**config.mk**
```make
export PLATFORM = sky130hd
export DESIGN_NAME = pool_relu_stage
export DESIGN_NICKNAME = d
export VERILOG_FILES = /design/src/rtl/conv_pkg.sv /design/src/rtl/pool_linebuf.sv /design/src/rtl/pool_relu_stage.sv
export SDC_FILE = /design/constraint.sdc
export NUM_CORES = 1
export LEC_CHECK = 0
export ABC_AREA = 1
export CORE_MARGIN = 4
export CORE_UTILIZATION = 55
export CTS_BUF_LIST = sky130_fd_sc_hd__clkbuf_2 sky130_fd_sc_hd__clkbuf_4 sky130_fd_sc_hd__clkbuf_8
export DETAILED_ROUTE_END_ITERATION = 10
export HOLD_SLACK_MARGIN = 0.06
export PLACE_DENSITY_LB_ADDON = 0.1
export SLEW_MARGIN = 0
export SYNTH_ARGS = -nofsm -noshare
export SYNTH_HDL_FRONTEND = slang
export SYNTH_SLANG_ARGS = --single-unit
```
**constraint.sdc**
```tcl
create_clock -name CLK -period 10.1 [get_ports CLK]
set_clock_uncertainty 0.05 [all_clocks]
set_input_delay 1.01 -clock CLK [delete_from_list [all_inputs] [get_ports CLK]]
set_output_delay 1.01 -clock CLK [all_outputs]
set_load 0.02 [all_outputs]
```
**src/rtl/conv_pkg.sv**
```systemverilog
// Shared types, legal feature-map sizes and signed int8 helpers for the
// convolution pipeline stages.
package conv_pkg;

    typedef enum logic [1:0] {
        ST_IDLE = 2'd0,
        ST_RUN  = 2'd1,
        ST_DONE = 2'd2
    } pool_state_t;

    localparam logic [5:0] FLEN_8  = 6'd8;
    localparam logic [5:0] FLEN_16 = 6'd16;
    localparam logic [5:0] FLEN_24 = 6'd24;
    localparam logic [5:0] FLEN_32 = 6'd32;

    // One line-buffer entry per input word of an even row (Flen/4, max 8).
    localparam int LB_DEPTH = 8;
    localparam int LB_AW    = 3;

    function automatic logic flen_legal(input logic [5:0] f);
        return (f == FLEN_8) || (f == FLEN_16) || (f == FLEN_24) || (f == FLEN_32);
    endfunction

    function automatic logic [7:0] max_s8(input logic [7:0] a, input logic [7:0] b);
        return ($signed(a) > $signed(b)) ? a : b;
    endfunction

    function automatic logic [7:0] relu_s8(input logic [7:0] a, input logic en);
        return (en && a[7]) ? 8'd0 : a;
    endfunction

endpackage

```
**src/rtl/pool_linebuf.sv**
```systemverilog
// Holds the horizontal maxima of the last even row, one 16-bit pair per
// input word; written on even rows, read combinationally on odd rows.
module pool_linebuf
    import conv_pkg::*;
#(
    parameter int DEPTH = LB_DEPTH,
    parameter int AW    = LB_AW
) (
    input  logic          clk,
    input  logic          i_wr_en,
    input  logic [AW-1:0] i_wr_addr,
    input  logic [15:0]   i_wr_data,
    input  logic [AW-1:0] i_rd_addr,
    output logic [15:0]   o_rd_data
);

    logic [15:0] r_mem [DEPTH];

    always_ff @(posedge clk) begin
        if (i_wr_en) begin
            r_mem[i_wr_addr] <= i_wr_data;
        end
    end

    assign o_rd_data = r_mem[i_rd_addr];

endmodule

```
**src/rtl/pool_relu_stage.sv**
```systemverilog
// 2x2 signed max-pool with optional ReLU between the conv stage stream and
// the next stage; four int8 pixels in per word, four pooled pixels out.
module pool_relu_stage
    import conv_pkg::*;
#(
    parameter int C_S00_AXIS_TDATA_WIDTH = 32
) (
    input  logic                                  CLK,
    input  logic                                  RESET,
    input  logic [C_S00_AXIS_TDATA_WIDTH-1:0]     S_AXIS_TDATA,
    input  logic [C_S00_AXIS_TDATA_WIDTH/8-1:0]   S_AXIS_TKEEP,
    input  logic                                  S_AXIS_TUSER,
    input  logic                                  S_AXIS_TLAST,
    input  logic                                  S_AXIS_TVALID,
    output logic                                  S_AXIS_TREADY,
    output logic [C_S00_AXIS_TDATA_WIDTH-1:0]     M_AXIS_TDATA,
    output logic [C_S00_AXIS_TDATA_WIDTH/8-1:0]   M_AXIS_TKEEP,
    output logic                                  M_AXIS_TUSER,
    output logic                                  M_AXIS_TLAST,
    output logic                                  M_AXIS_TVALID,
    input  logic                                  M_AXIS_TREADY,
    input  logic [5:0]                            Flen,
    input  logic [8:0]                            num_OUTCH,
    input  logic                                  relu_en,
    input  logic                                  pool_start,
    output logic                                  pool_done,
    output logic                                  busy,
    output logic                                  last_err
);

    pool_state_t r_state;
    pool_state_t w_state_next;

    logic [5:0]  r_flen;
    logic [8:0]  r_nch;
    logic        r_relu;
    logic [2:0]  r_col;
    logic [4:0]  r_row;
    logic [8:0]  r_ch;
    logic        r_in_done;
    logic        r_last_err;

    logic [15:0] r_lo;
    logic [31:0] r_out_data;
    logic        r_out_valid;
    logic        r_out_user;
    logic        r_out_last;

    logic [2:0]  w_col_max;
    logic [4:0]  w_row_max;
    logic [8:0]  w_ch_max;
    logic        w_col_end;
    logic        w_row_end;
    logic        w_final_in;
    logic        w_odd_row;
    logic        w_completes;
    logic        w_out_fire;
    logic        w_s_ready;
    logic        w_in_fire;
    logic        w_load;
    logic [15:0] w_h_pair;
    logic [15:0] w_lb_rd;
    logic [15:0] w_pool_pair;
    logic        w_unused;

    // Sideband of the input stream carries nothing this stage needs.
    assign w_unused = ^{S_AXIS_TKEEP, S_AXIS_TUSER};

    assign w_col_max  = 3'(r_flen[5:2] - 4'd1);
    assign w_row_max  = 5'(r_flen - 6'd1);
    assign w_ch_max   = 9'(r_nch - 9'd1);
    assign w_col_end  = (r_col == w_col_max);
    assign w_row_end  = (r_row == w_row_max);
    assign w_final_in = w_col_end && w_row_end && (r_ch == w_ch_max);
    assign w_odd_row  = r_row[0];
    assign w_completes = w_odd_row && r_col[0];

    assign w_out_fire = r_out_valid && M_AXIS_TREADY;
    // Stall only the word that would overwrite an undrained output word.
    assign w_s_ready  = (r_state == ST_RUN) && !r_in_done &&
                        !(w_completes && r_out_valid && !M_AXIS_TREADY);
    assign w_in_fire  = S_AXIS_TVALID && w_s_ready;
    assign w_load     = w_in_fire && w_completes;

    genvar gi;
    generate
        for (gi = 0; gi < 2; gi++) begin : g_lane
            assign w_h_pair[8*gi +: 8] =
                max_s8(S_AXIS_TDATA[16*gi +: 8], S_AXIS_TDATA[16*gi+8 +: 8]);
            assign w_pool_pair[8*gi +: 8] =
                relu_s8(max_s8(w_h_pair[8*gi +: 8], w_lb_rd[8*gi +: 8]), r_relu);
        end
    endgenerate

    pool_linebuf #(
        .DEPTH (LB_DEPTH),
        .AW    (LB_AW)
    ) u_linebuf (
        .clk       (CLK),
        .i_wr_en   (w_in_fire && !w_odd_row),
        .i_wr_addr (r_col),
        .i_wr_data (w_h_pair),
        .i_rd_addr (r_col),
        .o_rd_data (w_lb_rd)
    );

    always_comb begin
        w_state_next = r_state;
        case (r_state)
            ST_IDLE: if (pool_start) w_state_next = ST_RUN;
            ST_RUN: begin
                if ((r_nch == 9'd0) || (w_out_fire && r_out_last)) begin
                    w_state_next = ST_DONE;
                end
            end
            ST_DONE: w_state_next = ST_IDLE;
            default: w_state_next = ST_IDLE;
        endcase
    end

    always_ff @(posedge CLK) begin
        if (RESET) begin
            r_state    <= ST_IDLE;
            r_flen     <= FLEN_8;
            r_nch      <= 9'd0;
            r_relu     <= 1'b0;
            r_col      <= 3'd0;
            r_row      <= 5'd0;
            r_ch       <= 9'd0;
            r_in_done  <= 1'b0;
            r_last_err <= 1'b0;
        end else begin
            r_state <= w_state_next;
            if ((r_state == ST_IDLE) && pool_start) begin
                // Illegal sizes are coerced so the counters stay bounded.
                r_flen     <= flen_legal(Flen) ? Flen : FLEN_8;
                r_nch      <= num_OUTCH;
                r_relu     <= relu_en;
                r_col      <= 3'd0;
                r_row      <= 5'd0;
                r_ch       <= 9'd0;
                r_last_err <= 1'b0;
                r_in_done  <= (num_OUTCH == 9'd0);
            end else if (w_in_fire) begin
                if (S_AXIS_TLAST != w_final_in) begin
                    r_last_err <= 1'b1;
                end
                if (w_final_in) begin
                    r_in_done <= 1'b1;
                end
                if (w_col_end) begin
                    r_col <= 3'd0;
                    if (w_row_end) begin
                        r_row <= 5'd0;
                        r_ch  <= r_ch + 9'd1;
                    end else begin
                        r_row <= r_row + 5'd1;
                    end
                end else begin
                    r_col <= r_col + 3'd1;
                end
            end
        end
    end

    always_ff @(posedge CLK) begin
        if (w_in_fire && w_odd_row && !r_col[0]) begin
            r_lo <= w_pool_pair;
        end
    end

    always_ff @(posedge CLK) begin
        if (RESET) begin
            r_out_data  <= 32'd0;
            r_out_valid <= 1'b0;
            r_out_user  <= 1'b0;
            r_out_last  <= 1'b0;
        end else begin
            if (w_out_fire) begin
                r_out_valid <= 1'b0;
            end
            // A reload in the drain cycle wins, giving back-to-back words.
            if (w_load) begin
                r_out_data  <= {w_pool_pair, r_lo};
                r_out_valid <= 1'b1;
                r_out_user  <= (r_row == 5'd1) && (r_col == 3'd1);
                r_out_last  <= w_final_in;
            end
        end
    end

    assign S_AXIS_TREADY = w_s_ready;
    assign M_AXIS_TDATA  = r_out_data;
    assign M_AXIS_TKEEP  = {(C_S00_AXIS_TDATA_WIDTH/8){1'b1}};
    assign M_AXIS_TUSER  = r_out_user;
    assign M_AXIS_TLAST  = r_out_last;
    assign M_AXIS_TVALID = r_out_valid;
    assign pool_done     = (r_state == ST_DONE);
    assign busy          = (r_state != ST_IDLE);
    assign last_err      = r_last_err;

endmodule

```
==> run summary, run 1 <==
Area contributors post-synth -> edfxtp_1 (42%), dfxtp_1 (14%), nand2_1 (7.7%)
clock-pin slew on the worst setup and hold paths -> 0.06 ns
EDFF count, synth -> 144
share of the synthesized area in the top cell type -> 0.420
DP Wirelength -> 15800 um
async set or reset register ratio after synthesis -> 0
H-tree levels -> 2
proportion of layout cells with a drive suffix above 1 -> 0.0811
Logic pwr share -> 0.149
Final min period -> 4.70 ns
ys flop type -> edfxtp_1
Sw Share -> 0.268
P_sw -> 570 uW
num rows -> 49
fmax -> 213 MHz
Top Ports -> 102
clock share of power -> 0.383
grt ovf -> 0
count of hold-fix buffers inserted at cts -> 0
Synth Warn # -> 0
most common cell after layout, fill and taps aside -> nand2_1
die height -> 145 um
PortBufs -> 92
Seq pwr share -> 0.467
post-CTS sizing -> 0
Initial Util -> 0.565
Setup Viol. Count Final -> 0
leading area contributor after synthesis -> edfxtp_1
GPL Wtd Cong -> 0.849
Clock Tree Buf Depth -> 3
RSZ-0062 raised after global routing -> no
kind of critical path -> input pin to flip-flop
placed insts -> 1406
final hold viol count -> 0
crit start category -> input pin
# diodes -> 0
core area -> 18200 um2
# DRC -> 0
status -> completed
final WL -> 23600 um
ANT nets after route -> 0
CTS Buf Count -> 37
mean number of vias per cell -> 5.33
overall routing resource usage -> 0.224
Max Transition Viols Final -> 0
clock network latency to the later pin of the worst-skew pair -> 0.52 ns
syn avg cell area -> 9.28 um2
fraction of the cycle the final worst path needs -> 0.466
number of global-route vias before repair -> 7418
CP endpoint kind -> flip-flop
maxcap violations -> 0
Wirelength per Cell -> 16.0 um
CTS sink cnt -> 218
CP max FO -> 9
Pwr Density -> 174 nW/um2
critical path arrival -> 4.93 ns
final std cells w/o fill -> 1474
CTS Root Cell -> clkbuf_8
worst min-delay path class -> flip-flop to flip-flop
slew of the pin with the lowest slew margin -> 1.11 ns
Yosys reg bits -> 218
WP data required -> 10.33 ns
number of antenna violations at the first check in global routing -> 0
CTS tree -> yes
leakage power -> 4.93 nW
drt pass-1 iters -> 4
register area share after synthesis -> 0.564
die width -> 145 um
Post-CTS Repair Setup Buffers -> 0
largest net degree at the start of global routing -> 66
most frequent cells in the layout -> nand2_1 (211), edfxtp_1 (144), inv_1 (134)
die area -> 21000 um2
Slew HR -> 0.261
Distinct cells, synth -> 41
Setup TNS -> 0 ns
Area Growth Syn to Fin -> 18.6%
vias -> 7857
Mapped Cells -> 1108
Nets -> 1316
Pint -> 1.56 mW
starting DRC count in detailed routing -> 553
first-pass GRT wire length -> 37000 um
Mapped Area -> 10300 um2
worst ir drop on vdd -> 0.113 mV
-- layer usage --
layer,track usage,vias up,wire (um)
met3,0.0473,46,1520
li1,-,3972,-
met2,0.383,205,11600
met5,0,-,0
met1,0.291,3634,9970
met4,0.0623,0,508
-- final timing paths --
check	start	end	slack (ns)	cells past startpoint
hold / removal	last_err	last_err	0.41	2
setup reg to reg	flip-flop	r_lo[8]	5.45	19
hold reg to reg	last_err	last_err	0.41	2
setup / recovery	S_AXIS_TDATA[31]	r_lo[8]	5.40	21
-- power groups by stage --
stage          logic [mW]  registers, mW  clock network (mW)
2_1_floorplan       0.219           1.01                   0
3_3_place_gp        0.313           1.01                   0
3_5_place_dp        0.317           1.01                   0
4_1_cts             0.319          0.994               0.831
5_1_grt             0.364          0.995               0.875
6_report            0.318          0.994               0.815
-- worst max-delay path: stages --
cell	delay, ns
clkdlybuf4s50_1	0.48
inv_1	0.05
ha_1	0.32
a21o_1	0.19
nor2_1	0.16
nand3_2	0.21
nand3_2	0.22
nand2_1	0.09
and2_1	0.27
ha_1	0.36
nand2_1	0.07
nor2_1	0.15
nand2_1	0.07
o211ai_1	0.08
nand2_1	0.08
a21oi_2	0.37
inv_1	0.22
nand2_1	0.16
nand3_2	0.16
nand2_1	0.14
inv_1	0.05
-- cell usage after synthesis, types with 3 or more instances --
cell,instances
a21oi_1,62
nand3b_1,4
o22ai_1,31
nand2_2,4
clkbuf_1,18
nand3_2,8
o21ai_0,93
nor3_1,14
nand2_1,211
ha_1,41
buf_2,13
dfxtp_1,74
a21oi_2,3
buf_4,4
xor2_1,12
nor2_1,108
edfxtp_1,144
o21ai_1,11
and2_1,14
inv_1,134
nand4_1,23
inv_2,4
nand3_1,41
xnor2_1,10
-- cell families (layout without fill, tap and decap cells) --
family / Yosys count / count (layout) / share of synthesized area
adders and majority gates: 41 / 41 / 0.0499
AOI/OAI and AO/OA: 212 / 212 / 0.112
buffers and inverters: 176 / 310 / 0.0673
and+or+nand+nor: 438 / 438 / 0.188
xor gates and xnor gates: 22 / 22 / 0.0187
DFF: 218 / 218 / 0.564
other: 1 / 4 / 0.000365
-- metrics by stage --
step                      worst slack, ns  hold WS (ns)  cell area, um2  utilization  power (mW)
after floorplan                      6.03         0.390           10300            -        1.23
after global placement               4.88         0.388           11400        0.627        1.33
after detailed placement             4.88         0.400           11400        0.627        1.33
after CTS                            5.42         0.408           12200        0.670        2.14
after global routing                 4.93         0.431           12200        0.670        2.23
final                                5.40         0.414           12200        0.670        2.13
-- state kept, by name, indices dropped and copies added, names as in the netlist, 2 cells and up, named ones only --
signal and flops:
r_lo 16, r_row 5, r_ch 9, M_AXIS_TDATA 32, u_linebuf.r_mem 128, r_flen 5, r_nch 9, r_state 2
r_col 3
-- layout make-up --
| class | count | area, um2 |
|---|---|---|
| Clock buffer | 49 | 624 |
| Tap cell | 229 | 287 |
| Multi-Input combinational cell | 717 | 3800 |
| Inverter | 139 | 522 |
| Sequential cell | 218 | 5810 |
| Clock inverter | 19 | 151 |
| Fill cell | 1492 | 6010 |
| Timing Repair Buffer | 103 | 1000 |
Power figures use the tool's default switching activity.
==> inputs of run 2 (changes only) <==
==> constraint.sdc (replaced) <==
create_clock -name CLK -period 4.8 [get_ports CLK]
set_clock_uncertainty 0.05 [all_clocks]
set_input_delay 0.48 -clock CLK [delete_from_list [all_inputs] [get_ports CLK]]
set_output_delay 0.48 -clock CLK [all_outputs]
set_load 0.02 [all_outputs]
==> run 2 against run 1 <==
Net effect:
- non-clock buffer count increased by 7
- routed wire length increased by 1.1%
- sequential cell count is the same
- first-iteration DRC count fell by 18%
- combinational power up 110%
- clock power increased by 100%
- sequential power grew 110%
- core utilization rose by 0.089 points
- sequential share of layout area shrank 0.064 points
- final cell count grew 0.27%
- highest routed layer unchanged
==> run summary, run 2 (synthesis results as in run 1) <==
status -> completed (unchanged)
crit start category -> input pin (unchanged)
clock network latency to the later pin of the worst-skew pair -> 0.54 ns (was 0.52 ns)
CTS sink cnt -> 218 (unchanged)
Seq pwr share -> 0.475 (was 0.467)
CTS tree -> yes (unchanged)
largest net degree at the start of global routing -> 65 (was 66)
reg2reg setup slack -> 1.27 ns (was 5.45 ns)
GPL Wtd Cong -> 0.901 (was 0.849)
Largest Register -> u_linebuf.r_mem (unchanged)
maxcap violations -> 0 (unchanged)
die area -> 21000 um2 (unchanged)
Hold Path Origin -> last_err (unchanged)
post-CTS sizing -> 0 (unchanged)
Slew HR -> 0.390 (was 0.261)
Top Ports -> 102 (unchanged)
fraction of the cycle the final worst path needs -> 0.796
worst ir drop on vdd -> 0.243 mV (was 0.113 mV)
starting DRC count in detailed routing -> 456 (was 553)
slowest CP cell -> clkdlybuf4s50_1 (unchanged)
mean number of vias per cell -> 5.40 (was 5.33)
CP endpoint kind -> flip-flop (unchanged)
P_sw -> 1.18 mW (was 570 uW)
Pwr Density -> 361 nW/um2 (was 174 nW/um2)
vias -> 7988 (was 7857)
WHS -> 0.403 ns (was 0.414 ns)
drt pass-1 iters -> 5 (was 4)
most frequent cells in the layout -> nand2_1 (211), edfxtp_1 (144), inv_1 (134) (unchanged)
clock-pin slew on the worst setup and hold paths -> 0.06 ns (about the same)
kind of critical path -> input pin to flip-flop (unchanged)
die height -> 145 um (unchanged)
max reg flops -> 128 (unchanged)
final hold viol count -> 0 (unchanged)
first-pass GRT wire length -> 38000 um (was 37000 um)
CTS Root Cell -> clkbuf_8 (unchanged)
Worst Reg2Reg Path Length in Cells -> 19 (unchanged)
Setup WS pre-CTS -> 0.470 ns (was 4.88 ns)
Logic pwr share -> 0.154 (was 0.149)
num rows -> 49 (unchanged)
DP Wirelength -> 16100 um (was 15800 um)
core area -> 18200 um2 (unchanged)
Clock Tree Buf Depth -> 3 (unchanged)
number of antenna violations at the first check in global routing -> 0 (unchanged)
critical path arrival -> 4.06 ns (was 4.93 ns)
Core Util, Final -> 0.671 (was 0.670)
reg2reg end -> r_lo[12] (was r_lo[8])
fmax -> 262 MHz
slew of the pin with the lowest slew margin -> 0.914 ns (was 1.11 ns)
grt ovf -> 0 (unchanged)
Nets -> 1325 (was 1316)
CP most frequent cell -> nand2_1 (unchanged)
Hold Path Sink -> last_err (unchanged)
final worst slack -> 0.980 ns (was 5.40 ns)
CTS Buf Count -> 39 (was 37)
Pwr Total -> 4.41 mW (was 2.13 mW)
CP max FO -> 9 (unchanged)
Setup TNS -> 0 ns (unchanged)
final WL -> 23800 um (was 23600 um)
worst min-delay path class -> flip-flop to flip-flop (unchanged)
most common cell after layout, fill and taps aside -> nand2_1 (unchanged)
Post-CTS Repair Setup Buffers -> 0 (unchanged)
count of hold-fix buffers inserted at cts -> 0 (unchanged)
Wirelength per Cell -> 16.1 um (was 16.0 um)
PortBufs -> 92 (unchanged)
H-tree levels -> 2 (unchanged)
Setup Viol. Count Final -> 0 (unchanged)
ANT nets after route -> 0 (unchanged)
Area Growth Syn to Fin -> 18.7% (was 18.6%)
Sw Share -> 0.267 (was 0.268)
overall routing resource usage -> 0.231 (was 0.224)
number of global-route vias before repair -> 7521 (was 7418)
crit-path cells -> clkdlybuf4s50_1, inv_1, ha_1, a21o_1, nor2_1, nand3_2, nand3_2, nand2_1, and2_1, ha_1, nand2_1, nor2_1, nand2_1, o211ai_1, nand2_1, a21oi_2, inv_1, nand2_1, nand3_2, nand2_1, inv_1 (unchanged)
Max Transition Viols Final -> 0 (unchanged)
Hold Path Depth -> 2 (unchanged)
Largest stage delay, worst path -> 0.49 ns (was 0.48 ns)
# DRC -> 0 (unchanged)
proportion of layout cells with a drive suffix above 1 -> 0.0841 (was 0.0811)
Initial Util -> 0.565 (unchanged)
die width -> 145 um (unchanged)
# diodes -> 0 (unchanged)
Pint -> 3.24 mW (was 1.56 mW)
leakage power -> 4.94 nW (was 4.93 nW)
Final min period -> 3.82 ns
WP data required -> 5.04 ns (was 10.33 ns)
clock share of power -> 0.372 (was 0.383)
RSZ-0062 raised after global routing -> no (unchanged)
run 2: layout make-up:
type,count,area (um2)
Clock buffer,55,682
Clock inverter,10,57.6
Fill cell,1467,5990
Inverter,139,522
Multi-Input combinational cell,717,3800
Sequential cell,218,5810
Tap cell,229,287
Timing Repair Buffer,110,1060
run 2: worst max-delay path, delay by kind of cell:
kind	cells	cell delay, ns
buf+inv	4	0.71
simple gates	12	1.75
compound gates	3	0.41
fa+ha+maj	2	0.69
run 2: through the flow:
step	std cells	area, um2
after CTS	1478	12200
after global routing	1478	12200
final	1478	12200
after global placement	1413	11500
after floorplan	1111	10300
after detailed placement	1413	11500
run 2: worst max-delay path by stage:
stage / slack (ns) / end / cells after the start / startpoint
6_report: 0.98 / r_lo[12] / 21 / S_AXIS_TDATA[31]
5_1_grt: 0.65 / r_lo[11] / 22 / S_AXIS_TDATA[31]
4_1_cts: 1.04 / r_lo[2] / 23 / S_AXIS_TDATA[15]
3_5_place_dp: 0.47 / r_lo[12] / 23 / S_AXIS_TDATA[31]
3_3_place_gp: 0.55 / r_lo[2] / 23 / S_AXIS_TDATA[15]
2_1_floorplan: 1.26 / r_lo[10] / 20 / S_AXIS_TDATA[31]
run 2: layer usage:
metal | global-route usage | vias to the layer above | part of all wire
li1 | - | 3983 | -
met1 | 0.299 | 3745 | 0.42
met2 | 0.386 | 220 | 0.49
met3 | 0.0473 | 40 | 0.063
met4 | 0.0854 | 0 | 0.025
met5 | 0 | - | 0
run 2: power groups by stage:
stage,combinational (mW),clock (mW),sequential (mW)
floorplan,0.461,0,2.13
global placement,0.666,0,2.13
detailed placement,0.680,0,2.13
CTS,0.683,1.67,2.09
global route,0.775,1.77,2.10
finish,0.678,1.64,2.09
==> inputs of run 3 (changes only) <==
==> constraint.sdc (replaced) <==
create_clock -name CLK -period 3.7 [get_ports CLK]
set_clock_uncertainty 0.05 [all_clocks]
set_input_delay 0.37 -clock CLK [delete_from_list [all_inputs] [get_ports CLK]]
set_output_delay 0.37 -clock CLK [all_outputs]
set_load 0.02 [all_outputs]
==> run 3 against run 2 <==
Net effect:
- count of clock-buffer cells in the layout down 3
- sequential share of layout area down 1.9 points
- register-to-register slack worse by 0.81 ns
- power up 32%
- critical endpoint unchanged
==> run summary, run 3 (synthesis results as in run 1) <==
status -> completed (unchanged)
Clock Tree Buf Depth -> 3 (unchanged)
CTS Root Cell -> clkbuf_8 (unchanged)
CP max FO -> 8 (was 9)
core area -> 18200 um2 (unchanged)
starting DRC count in detailed routing -> 399 (was 456)
slew of the pin with the lowest slew margin -> 0.712 ns (was 0.914 ns)
most common cell after layout, fill and taps aside -> nand2_1 (unchanged)
max reg flops -> 128 (unchanged)
post-CTS sizing -> 0 (unchanged)
Setup Viol. Count Final -> 0 (unchanged)
RSZ-0062 raised after global routing -> no (unchanged)
Area Growth Syn to Fin -> 23.7% (was 18.7%)
largest net degree at the start of global routing -> 53 (was 65)
num rows -> 49 (unchanged)
maxcap violations -> 0 (unchanged)
die width -> 145 um (unchanged)
Final min period -> 3.36 ns
proportion of layout cells with a drive suffix above 1 -> 0.128 (was 0.0841)
Setup TNS -> 0 ns (unchanged)
count of hold-fix buffers inserted at cts -> 0 (unchanged)
Nets -> 1385 (was 1325)
first-pass GRT wire length -> 37400 um (was 38000 um)
final WL -> 24000 um (was 23800 um)
vias -> 8091 (was 7988)
DP Wirelength -> 16800 um (was 16100 um)
fraction of the cycle the final worst path needs -> 0.908
number of global-route vias before repair -> 7689 (was 7521)
worst min-delay path class -> input pin to flip-flop (was flip-flop to flip-flop)
Setup WS pre-CTS -> -0.198 ns (was 0.470 ns)
worst ir drop on vdd -> 0.403 mV (was 0.243 mV)
Largest Register -> u_linebuf.r_mem (unchanged)
mean number of vias per cell -> 5.24 (was 5.40)
# diodes -> 0 (unchanged)
Wirelength per Cell -> 15.5 um (was 16.1 um)
# DRC -> 0 (unchanged)
Top Ports -> 102 (unchanged)
Max Transition Viols Final -> 0 (unchanged)
die area -> 21000 um2 (unchanged)
filler cell count -> 1431 (was 1467)
grt ovf -> 0 (unchanged)
CTS tree -> yes (unchanged)
number of antenna violations at the first check in global routing -> 0 (unchanged)
GPL Wtd Cong -> 0.856 (was 0.901)
Post-CTS Repair Setup Buffers -> 0 (unchanged)
H-tree levels -> 2 (unchanged)
clock network latency to the later pin of the worst-skew pair -> 0.53 ns (was 0.54 ns)
kind of critical path -> input pin to flip-flop (unchanged)
drt pass-1 iters -> 5 (unchanged)
clock-pin slew on the worst setup and hold paths -> 0.06 ns (about the same)
Initial Util -> 0.565 (unchanged)
final hold viol count -> 0 (unchanged)
Core Util, Final -> 0.699 (was 0.671)
Pwr Density -> 458 nW/um2 (was 361 nW/um2)
critical path arrival -> 3.59 ns (was 4.06 ns)
most frequent cells in the layout -> nand2_1 (210), edfxtp_1 (144), inv_1 (134) (was nand2_1 (211), edfxtp_1 (144), inv_1 (134))
PortBufs -> 92 (unchanged)
WP data required -> 3.93 ns (was 5.04 ns)
CTS sink cnt -> 218 (unchanged)
leakage power -> 5.24 nW (was 4.94 nW)
final worst slack -> 0.342 ns (was 0.980 ns)
ANT nets after route -> 0 (unchanged)
placed insts -> 1475 (was 1413)
CTS Buf Count -> 37 (was 39)
CP endpoint kind -> flip-flop (unchanged)
overall routing resource usage -> 0.228 (was 0.231)
Slew HR -> 0.525 (was 0.390)
die height -> 145 um (unchanged)
crit start category -> input pin (unchanged)
final std cells w/o fill -> 1543 (was 1478)
fmax -> 298 MHz
[run 3: worst paths after layout]
path | from | to | slack (ns) | cells past startpoint
worst max-delay path | S_AXIS_TDATA[31] | r_lo[12] | 0.34 | 23
worst min-delay path | relu_en | r_relu | 0.38 | 3
worst max register to register | flip-flop | r_lo[3] | 0.46 | 19
worst min register to register | last_err | last_err | 0.40 | 2
[run 3: stage by stage]
stage	area (um2)	hold WS, ns	power [mW]
floorplan	10300	0.390	3.36
global placement	12000	0.390	3.74
detailed placement	12000	0.397	3.76
CTS	12700	0.364	5.86
global route	12700	0.388	6.12
finish	12700	0.383	5.83
[run 3: report_power, final]
group / internal (mW) / total, mW / switching, mW
logic: 0.407 / 1.00 / 0.593
clock network: 1.16 / 2.11 / 0.946
registers: 2.70 / 2.72 / 0.0183
total: 4.27 / 5.83 / 1.56
[run 3: worst max-delay path, cell delays in order]
cell             delay [ns]
clkdlybuf4s50_1        0.48
inv_1                  0.05
ha_1                   0.31
nand2_1                0.08
nor2_1                 0.18
nand2_1                0.11
nand2_1                0.09
nand2_2                0.13
nand3_4                0.13
nand2_1                0.07
and2_1                 0.16
ha_1                   0.30
nand2_1                0.08
nor2_1                 0.14
nand2_1                0.07
o211ai_1               0.08
nand2_1                0.08
a21oi_2                0.14
inv_1                  0.08
nand2_1                0.11
nand3_2                0.17
nand2_1                0.14
inv_1                  0.05
[run 3: layer usage]
metal | GRT usage | vias to the layer above | routed length, um
met5 | 0 | - | 0
met4 | 0.0638 | 0 | 435
met3 | 0.0519 | 35 | 1410
met2 | 0.395 | 211 | 12000
met1 | 0.288 | 3726 | 10200
li1 | - | 4119 | -
[run 3: layout make-up]
class,instances,area [um2],share of cell area
clock buffers,52,659,0.0518
clock inverters,16,86.3,0.00679
inverters,139,522,0.0410
multi-input cells,717,3810,0.300
flip-flops and latches,218,5810,0.456
well taps,229,287,0.0225
repair buffers,172,1550,0.122
==> RTL edit 1: new RTL, settings of run 3 <==
Re-encode `pool_state_t` (3 states) as one-hot, 3 bits wide.
--- a/src/rtl/conv_pkg.sv
+++ b/src/rtl/conv_pkg.sv
@@ -3,8 +3,8 @@
 package conv_pkg;
 
-    typedef enum logic [1:0] {
-        ST_IDLE = 2'd0,
-        ST_RUN  = 2'd1,
-        ST_DONE = 2'd2
+    typedef enum logic [2:0] {
+        ST_IDLE = 3'b001,
+        ST_RUN  = 3'b010,
+        ST_DONE = 3'b100
     } pool_state_t;
 
Behaviour: same outputs for any inputs over 4 cycles, from zero or initial values and one cycle with RESET high; so few cycles prove little.
==> RTL edit 1 against run 3 <==
- critical path depth is 1 lower
- synthesized cell count is 1.1% higher
- critical path type unchanged
- wire length is 2.6% higher
- area after synthesis is 1.6% higher
- final area is 2.4% higher
- largest power group unchanged
- global-route usage is 0.16 points higher
- sequential power hardly changed
- total power is 3.1% lower
- worst hold slack better by 0.039 ns
- worst setup slack worse by 0.053 ns
- combinational power is 14% lower
- sequential cell count is 1 higher
==> RTL edit 1: results (changes against run 3) <==
Combined global-route utilization of all metal layers: 23.0% (+0.16 points)
Maximum fanout along the worst path: 9 (+1)
Portion of the post-synthesis area used by sequential elements: 55.7% (-0.70 points)
Nets: 1,411 (+1.9%)
Worst EP arrival: 3.63 ns (+0.04 ns)
Worst setup slack before clock tree synthesis: -0.216 ns (-0.0177 ns)
Starting DRT DRC Count: 461 (+16%)
Placed wire-length estimate: 16,900 µm (+0.74%)
Fraction of final layout cells with drive strength greater than 1: 14.5% (+1.7 points)
Number of buffers between clock root and the deepest sink: 3 (unchanged)
First-pass GRT wire length: 40,100 µm (+7.1%)
Max IR drop VDD: 0.361 mV (-10%)
Largest net degree at the start of global routing: 37 (-30%)
Via count: 8,245 (+1.9%)
Reg with most FFs: u_linebuf.r_mem
Worst min-delay path class: flip-flop to flip-flop
Syn_area_per_cell: 9.33 µm² (+0.52%)
Root buffer cell: clkbuf_8
Worst slew margin relative to its limit: 65.6% (+13 points)
Hold_sp: last_err
Number of CTS-inserted buffers: 37 (unchanged)
Post-placement cell area: 12,300 µm² (+2.8%)
Critical Path Slowest Stage Cell: clkdlybuf4s50_1
Sw power: 1.44 mW (-7.5%)
Number of antenna violations at the first check in global routing: 0 (unchanged)
Post-placement cell count: 1,506 (+2.1%)
Antenna fix cells: 0 (unchanged)
Routability congestion estimate: 0.890 (+3.9%)
Number of distinct standard cells referenced by the synthesized netlist: 47 (+15%)
Status: complete, no violations
Largest cells by area after synthesis: edfxtp_1, dfxtp_1, nand2_1
Number of global-route vias before repair: 8,166 (+6.2%)
Cell types with the highest counts after synthesis: nand2_1, edfxtp_1, nor2_1, inv_1, o21ai_0
Overall routed net length: 24,600 µm (+2.6%)
Clock latency on the worst-skew pair: 0.52 ns
Count of port buffers added during placement: 92 (unchanged)
Clock input transition at the sequential cells of the worst setup and hold paths: 0.05 ns
Yosys warnings: 0 (unchanged)
Worst stage delay on the critical path: 0.48 ns (about the same)
Leakage: 5.45 nW (+4.0%)
Post-CTS Setup Repair Bufs: 0 (unchanged)
Share of async-settable or async-resettable flops after synthesis: 0% (unchanged)
Beginning of the critical path: S_AXIS_TDATA[31]
Final Non-Filler Cells: 1,570 (+1.7%)
==> RTL edit 1: cell type report <==
cell class / instances / area [µm²]
clock buffer: 54 / 668
fill: 1497 / 5680
clock inverter: 10 / 47.5
multi-input combinational: 730 / 4000
inverter: 137 / 517
sequential: 219 / 5830
tap: 234 / 293
timing repair buffer: 186 / 1680
==> RTL edit 1: layer usage <==
| metal | GRT usage (%) | share of wire (%) | routed length (µm) | vias up |
|---|---|---|---|---|
| met1 | 29.6 | 44 | 10700 | 3840 |
| met2 | 40.0 | 49 | 12100 | 197 |
| met4 | 6.46 | 1.7 | 416 | 0 |
| li1 | - | - | - | 4175 |
| met5 | 0 | 0 | 0 | - |
| met3 | 4.14 | 5.4 | 1340 | 33 |
==> RTL edit 1: power by group through the flow <==
stage                     Clock, mW  Combinational [mW]  Sequential, mW
final                          2.07               0.863            2.71
after global routing           2.23               0.965            2.71
after CTS                      2.11               0.857            2.71
after detailed placement          0               0.852            2.76
after global placement            0               0.831            2.76
after floorplan                   0               0.490            2.75
==> RTL edit 1: kinds of logic (layout without fill, tap and decap cells) <==
group | after synthesis | in the layout | share of synthesized area, %
AOI/OAI and AO/OA | 210 | 210 | 11.0
and+or+nand+nor | 454 | 454 | 20.0
xor gates and xnor gates | 21 | 21 | 1.76
buffers and inverters | 174 | 387 | 6.60
adders and majority gates | 41 | 41 | 4.91
DFF | 219 | 219 | 55.7
other | 1 | 4 | 0.0359
==> RTL edit 1: path summary, 6_finish.rpt <==
| path | end | slack [ns] | cells past startpoint |
|---|---|---|---|
| max reg2reg | r_lo[3] | 0.34 | 20 |
| max | r_lo[9] | 0.29 | 22 |
| min reg2reg | last_err | 0.42 | 2 |
| min | last_err | 0.42 | 2 |
==> RTL edit 1: worst register-to-register path, stage by stage, from the launching register on <==
cell and delay [ns]:
dfxtp_1 0.32, buf_12 0.17, inv_1 0.13, buf_4 0.25, o21ai_0 0.14, o22ai_1 0.12
inv_1 0.07, o21ai_1 0.31, inv_1 0.09, ha_1 0.30, nand2_1 0.07, nor2_1 0.14
nand2_1 0.07, o211ai_1 0.08, nand2_1 0.11, a21oi_4 0.16, inv_1 0.11, nand2_1 0.11
nand3_2 0.15, nand2_1 0.15, inv_1 0.05
==> RTL edit 1: timing repair <==
item / in CTS / in global routing
endpoints found under the hold margin: 0 / 0
endpoints found under the setup margin: 0 / 6
gates resized for setup: 0 / 4
==> RTL edit 2: new RTL, flow settings as in run 3 <==
Made on the original files. `LB_DEPTH`: 8 -> 4.
--- a/src/rtl/conv_pkg.sv
+++ b/src/rtl/conv_pkg.sv
@@ -15,5 +15,5 @@
 
     // One line-buffer entry per input word of an even row (Flen/4, max 8).
-    localparam int LB_DEPTH = 8;
+    localparam int LB_DEPTH = 4;
     localparam int LB_AW    = 3;
 
Behaviour: same outputs for any inputs over 4 cycles, from zero or initial values and one cycle with RESET high; that may be too few to reach the edited logic, so the function may still have changed.
==> RTL edit 2 against run 3 <==
- sequential cell count fell by 65
- worst setup slack got worse by 0.082 ns
- largest cell class unchanged
- wire length fell by 30%
- total power fell by 31%
- maximum frequency fell by 2.4%
- final area fell by 23%
- critical endpoint is now r_lo[0]
- area after synthesis fell by 24%
==> RTL edit 2: results (changes against run 3) <==
Status: complete, no violations
Count of port buffers added during placement: 92 (unchanged)
Number of optimization iterations in the first detailed-route pass: 5 (unchanged)
Max FFs per register: 64 (-50%)
Critical Path Slowest Stage Cell: clkdlybuf4s50_1
Worst EP arrival: 3.60 ns (about the same)
Leakage: 4.28 nW (-18%)
Global routing met2 resource utilization: 33.9% (-5.6 points)
Per-cell via count in the routed design: 5.03 (-4.2%)
Worst min-delay path class: flip-flop to flip-flop
First-pass GRT wire length: 27,700 µm (-26%)
Antenna fix cells: 0 (unchanged)
Slew @ Worst Pin: 0.680 ns (-0.0317 ns)
Met3 usage in global routing: 4.56% (-0.64 points)
Number of buffers between clock root and the deepest sink: 2 (-1)
Global-route met1 utilization: 29.9% (+1.1 points)
Post-DR wirelength/cell: 13.3 µm (-14%)
Met3 WL: 920 µm (-35%)
Cell types with the highest counts after synthesis: nand2_1, inv_1, edfxtp_1, dfxtp_1, a21oi_1
Post-CTS Setup Repair Bufs: 0 (unchanged)
Worst stage delay on the critical path: 0.47 ns
Reg with most FFs: u_linebuf.r_mem
Yosys warnings: 0 (unchanged)
Combined global-route utilization of all metal layers: 21.3% (-1.5 points)
Number of CTS-inserted buffers: 17 (-54%)
Number of global-route vias before repair: 5,849 (-24%)
Maximum fanout along the worst path: 8 (unchanged)
Switching Share: 30.1% (+3.4 points)
Routed length on met1: 8080 µm (-21%)
Routability congestion estimate: 0.865 (+1.0%)
Deepest level of the CTS H-tree: 4 (+2)
Fraction of final layout cells with drive strength greater than 1: 13.2% (+0.37 points)
Detailed route wirelength on metal2: 7720 µm (-35%)
Post-cts repair resize count: 0 (unchanged)
Clock input transition at the sequential cells of the worst setup and hold paths: 0.08 ns (+0.02 ns)
Nets: 1,176 (-15%)
Clock latency on the worst-skew pair: 0.45 ns (-0.08 ns)
Number of maximum-capacitance violations: 0 (unchanged)
Root buffer cell: clkbuf_8
Largest cells by area after synthesis: edfxtp_1, dfxtp_1, nand2_1
Largest net degree at the start of global routing: 51 (-3.8%)
Max IR drop VDD: 0.621 mV (+54%)
Number of flops mapped to enable cells by yosys: 80 (-44%)
Share of async-settable or async-resettable flops after synthesis: 0% (unchanged)
Number of antenna violations at the first check in global routing: 0 (unchanged)
Number of distinct standard cells referenced by the synthesized netlist: 48 (+17%)
Top routing layer in use: met4
Portion of the post-synthesis area used by sequential elements: 49.3% (-7.1 points)
Starting DRT DRC Count: 412 (+3.3%)
Placed wire-length estimate: 12,600 µm (-25%)
RTL edit 2: worst paths after layout:
kind | from | end | slack, ns | cells after the start
min reg2reg | last_err | last_err | 0.41 | 2
max | S_AXIS_TDATA[15] | r_lo[0] | 0.26 | 21
max reg2reg | flip-flop | r_lo[0] | 0.73 | 16
min | last_err | last_err | 0.41 | 2
RTL edit 2: per-stage QoR:
stage / area, µm² / cells / setup WS [ns]
floorplan: 7840 / 908 / 0.433
global placement: 9460 / 1235 / -0.122
detailed placement: 9460 / 1235 / -0.209
CTS: 9830 / 1267 / 0.281
global route: 9830 / 1267 / 0.0497
finish: 9830 / 1267 / 0.260
RTL edit 2: area by class of cell:
cell class | instances | area [µm²]
repair buffers | 171 | 1510
inverters | 123 | 464
clock inverters | 14 | 136
multi-input cells | 608 | 3390
well taps | 180 | 225
fillers | 1128 | 4100
flip-flops and latches | 153 | 3860
clock buffers | 18 | 241
RTL edit 2: logic make-up (layout without fill, tap and decap cells):
family	count (synthesis)	after routing	share of synthesized area (%)
and+or+nand+nor	403	403	23.7
other	1	4	0.0479
buffers and inverters	147	326	7.53
DFF	153	153	49.3
xor gates and xnor gates	22	22	2.46
AOI/OAI and AO/OA	136	136	10.1
adders and majority gates	43	43	6.87
RTL edit 2: power by group through the flow:
stage                     Clock (mW)  Combinational, mW  Sequential [mW]
final                           1.20              0.936             1.88
after floorplan                    0              0.564             1.91
after global routing            1.31               1.06             1.88
after CTS                       1.23              0.938             1.88
after detailed placement           0              0.932             1.91
after global placement             0              0.914             1.91
RTL edit 2: worst max-delay path: cells and delay by family:
kind,cells,cell delay (ns)
and+or+nand+nor,12,1.53
buffers and inverters,4,0.66
adders and majority gates,2,0.61
AOI/OAI and AO/OA,3,0.41
